File: config.mk
export PLATFORM = sky130hd
export DESIGN_NAME = register_file
export DESIGN_NICKNAME = d
export VERILOG_FILES = /design/src/rtl/register_file.sv
export SDC_FILE = /design/constraint.sdc
export NUM_CORES = 2
export LEC_CHECK = 0
export CAP_MARGIN = 0
export CELL_PAD_IN_SITES_DETAIL_PLACEMENT = 1
export CELL_PAD_IN_SITES_GLOBAL_PLACEMENT = 1
export CORE_MARGIN = 2
export CORE_UTILIZATION = 48
export DETAILED_ROUTE_END_ITERATION = 12
export GPL_TIMING_DRIVEN = 0
export PLACE_DENSITY_LB_ADDON = 0.05
export SYNTH_ARGS = -nofsm -noshare
export SYNTH_HDL_FRONTEND = slang
export SYNTH_SLANG_ARGS = --single-unit
File: constraint.sdc
create_clock -name clock -period 1.6 [get_ports clock]
set_clock_uncertainty 0.1 [all_clocks]
set_input_delay 0.16 -clock clock [delete_from_list [all_inputs] [get_ports clock]]
set_output_delay 0.16 -clock clock [all_outputs]
set_load 0.03 [all_outputs]
File: src/rtl/register_file.sv
// MIPS 32x32 register file: two combinational read ports, one synchronous write port.
// Define REGFILE_BYPASS_EN to forward same-cycle write data to matching read ports.
module register_file #(
    parameter logic [31:0] SP_RESET = 32'h7FFF_EFFC,
    parameter logic [31:0] GP_RESET = 32'h1000_8000
) (
    input  logic        clock,
    input  logic        reset_n,
    input  logic [4:0]  read_register1,
    input  logic [4:0]  read_register2,
    input  logic [4:0]  write_register,
    input  logic [31:0] write_data,
    input  logic        reg_write,
    output logic [31:0] read_data1,
    output logic [31:0] read_data2
);

    logic [31:0] regs_q [31:1];
    logic [31:0] regs_d [31:1];
    logic        wr_en;

    assign wr_en = reg_write && (write_register != 5'd0);

    always_comb begin
        regs_d = regs_q;
        if (wr_en) begin
            regs_d[write_register] = write_data;
        end
    end

    always_ff @(posedge clock or negedge reset_n) begin
        if (!reset_n) begin
            for (int i = 1; i < 32; i++) begin
                if (i == 28) begin
                    regs_q[i] <= GP_RESET;
                end else if (i == 29) begin
                    regs_q[i] <= SP_RESET;
                end else begin
                    regs_q[i] <= 32'h0;
                end
            end
        end else begin
            regs_q <= regs_d;
        end
    end

    // $zero has no storage; address 0 is decoded to a constant
    always_comb begin
        read_data1 = 32'h0;
        if (read_register1 != 5'd0) begin
            read_data1 = regs_q[read_register1];
        end
`ifdef REGFILE_BYPASS_EN
        if (wr_en && (write_register == read_register1)) begin
            read_data1 = write_data;
        end
`endif
    end

    always_comb begin
        read_data2 = 32'h0;
        if (read_register2 != 5'd0) begin
            read_data2 = regs_q[read_register2];
        end
`ifdef REGFILE_BYPASS_EN
        if (wr_en && (write_register == read_register2)) begin
            read_data2 = write_data;
        end
`endif
    end

endmodule

==> metrics.csv <==
stage,metric,value,unit
outcome,outcome,"complete, but fails checks",
outcome,violations,"negative hold slack, negative setup slack",
floorplan,die_h,337,um
logic_synthesis,yosys_most_used_dff,dfrtp_1,
setup_path,startpoint_type,register,
clocking,cts_root_buffer,clkbuf_16,
clocking,clock_latency,710,ps
min_path,min_path_type,in -> async,
sta,relSlewSlack,31.2,%
logic_synthesis,ys_seq_area_share,46.8,%
finish,syn_to_final_growth,20.8,%
routing,wl,228,mm
clocking,cts_max_path_buffers,3,
global_route,antenna_found_initial,10,
sta,worst_pin_slew,1030,ps
sta,slew_violations,0,
sta,finalHoldViolCount,268,
placed_design,place_congestion,1.01,
logic_synthesis,synth_cell_types,46,
finish,reg_top3,regs_q (992),
routing,avgRoutedWirePerCell,40.5,um
power,powerDensity,1260,nW/um^2
floorplan,start_util,48.2,%
placed_design,dp_cells,5310,
logic_synthesis,async_flop_share,100,%
sta,setup_viol,235,
sta,timing.fmax,0.346,GHz
finish,fillerInstances,10200,
setup_path,rrSetupSlack,470,ps
finish,drive_above_1_share,54.7,%
routing,vias_per_cell,6.89,
placed_design,io_buffers,109,
sta,finalCritPeriodShare,181,%
clocking,htreeDepth,3,
clocking,clkSinkCount,992,
logic_synthesis,synth_area,53200,um^2
placed_design,dpl_worst_slack,-3610,ps
setup_path,path_cells,"mux4_2, a22oi_2, o31a_1, nand3_4, buf_6",
finish,fin_cells,5623,
routing,drc,0,
setup_path,path_buf_inv,1,
logic_synthesis,synth_area_per_cell,14.4,um^2
finish,top_register,regs_q,
floorplan,die_width,337,um
global_route,globalRoute.totalOverflow,0,
setup_path,crit_fanout,2,
logic_synthesis,syn_inst,3704,
power,power.total,81.0,mW
global_route,grt_pass1_wl,317,mm
setup_path,cpMaxStageDelayCell,mux4_2,
finish,final_core_util,58.3,%
flow_run,drv_cap,0,
setup_path,cp.arrival,2630,ps
setup_path,crit_type,reg -> out,
floorplan,placementRows,122,
floorplan,core,110000,um^2
finish,nets,4084,
logic_synthesis,synth_edf_count,0,
routing,first_pass_iters,5,
setup_path,critPathMaxStageDelay,520,ps
global_route,grt_usage,40.1,%
sta,finalWorstSetupSlack,-1290,ps
clocking,clk_pin_slew_worst_paths,60,ps
sta,tns,-70990,ps
routing,postRouteAntennaNets,0,
logic_synthesis,synth.net_count,3754,
finish,largest_reg_flops,992,
clocking,cts_buffers,113,
setup_path,endpoint_kind,primary output,
logic_synthesis,yosys_warnings,0,
routing,vias,38700,
clocking,cts_tree,built,
setup_path,path_delay_family,compound AO/OA/AOI/OAI gates,
placed_design,dp_hpwl,162,mm
floorplan,io_pins,114,
sta,holdWs,-648,ps
logic_synthesis,synth-seq-cells,992,
sta,rsz0062_at_grt,true,
routing,drt_iter0_drc,3949,
power,ir_worst_vdd,1.03,mV
floorplan,die-area,113000,um^2
global_route,grt_max_degree,126,
power,p_leak,27.8,nW
global_route,first_global_vias,40800,
sta,finalCriticalPeriod,2890,ps
setup_path,crit_required,1340,ps
==> placed cells by master, fill, tap and decap left out, drive strengths merged, types with 3 or more instances in the layout <==
master / n
mux2: 1027
dfrtp: 962
buf: 375
clkbuf: 374
mux2i: 339
mux4: 309
a22oi: 146
a221oi: 63
a21oi: 54
nand2: 42
o211ai: 40
nand2b: 35
nor2b: 34
clkdlybuf4s50: 33
o22ai: 32
o221ai: 31
dfstp: 30
a22o: 28
a31oi: 27
nor2: 26
nand3: 19
o311ai: 18
clkinv: 18
o21ai: 9
nor3b: 7
bufinv: 6
inv: 6
clkdlybuf4s15: 6
o31a: 5
and2: 5
nand3b: 4
dlygate4sd2: 4
and3b: 3
==> synthesized netlist by cell type, drive strengths merged (4+ instances only) <==
| master | n | area [um^2] |
|---|---|---|
| nand3 | 19 | 95.1 |
| o211ai | 40 | 300 |
| mux4 | 309 | 6960 |
| a22oi | 146 | 1100 |
| clkbuf | 183 | 687 |
| o31a | 5 | 43.8 |
| o21ai | 9 | 45.0 |
| dfrtp | 962 | 24100 |
| mux2i | 339 | 3390 |
| o22ai | 32 | 200 |
| dfstp | 30 | 788 |
| nand2b | 35 | 219 |
| a31oi | 27 | 169 |
| nor2b | 34 | 213 |
| nand3b | 4 | 30.0 |
| nor2 | 26 | 128 |
| o311ai | 18 | 158 |
| buf | 212 | 1300 |
| mux2 | 1027 | 11600 |
| nand2 | 42 | 158 |
| a21oi | 54 | 270 |
| a221oi | 63 | 552 |
| o221ai | 31 | 272 |
| a22o | 28 | 245 |
| and2 | 5 | 31.3 |
| nor3b | 7 | 57.6 |
==> per-stage QoR <==
step                hold WS, ps  cell area (um^2)
floorplan                  -236             54700
global placement            386             57700
detailed placement          220             57900
CTS                        -651             63800
global route               -623             64200
finish                     -648             64200
==> report_power, final <==
part / internal, mW / leakage [nW] / switching, mW
registers: 30.1 / 12.6 / 4.06
logic: 10.2 / 13.3 / 9.68
clock network: 15.7 / 1.88 / 11.2
==> layer usage <==
| layer | vias up | track usage [%] | share of wire, % |
|---|---|---|---|
| met5 | - | 0 | 0.021 |
| met2 | 2098 | 60.2 | 44 |
| met4 | 6 | 19.3 | 5.4 |
| met3 | 531 | 13.6 | 11 |
| met1 | 21100 | 52.3 | 39 |
| li1 | 15000 | - | - |
==> cells by family after synthesis <==
logic type,synth area share [%]
flops,46.8
compound gates,6.34
buf+inv,3.75
mux,41.2
simple gates,1.94
==> worst register-to-register path, cell delays in order, from the launching register on <==
cell	delay (ps)
dfrtp_1	390
buf_4	140
buf_4	130
mux2_2	260
==> path summary, 6_finish.rpt <==
kind,endpoint,startpoint,cells past startpoint
min in group clock,regs_q[981]$_DFFE_PN0P_,write_data[21],2
worst max-delay path,read_data2[2],regs_q[706]$_DFFE_PN0P_,5
max in group asynchronous,regs_q[134]$_DFFE_PN0P_,reset_n,3
worst min register to register,regs_q[625]$_DFFE_PN0P_,regs_q[625]$_DFFE_PN0P_,1
worst max register to register,regs_q[430]$_DFFE_PN0P_,regs_q[430]$_DFFE_PN0P_,3
worst min-delay path,regs_q[133]$_DFFE_PN0P_,reset_n,1
==> area by class of cell <==
class                      instances  area, um^2  area share (%)
timing repair buffer             223        2290            3.57
clock buffer                     184        3470            5.40
antenna                            1        2.50         0.00390
inverter                           1        5.00         0.00779
tap                             1488        1860            2.90
buffer                           387        2840            4.42
multi-input combinational       2316       28500            44.4
sequential                       992       24900            38.7
clock inverter                    31         355           0.553
==> repair_timing <==
item,CTS,global route
endpoints found under the hold margin,239,182
setup endpoints to repair,1106,729
gates cloned,2,1
gates resized for setup,828,64
buffers inserted,81,22
pin swaps,110,60
(Power assumes the default switching activity.)
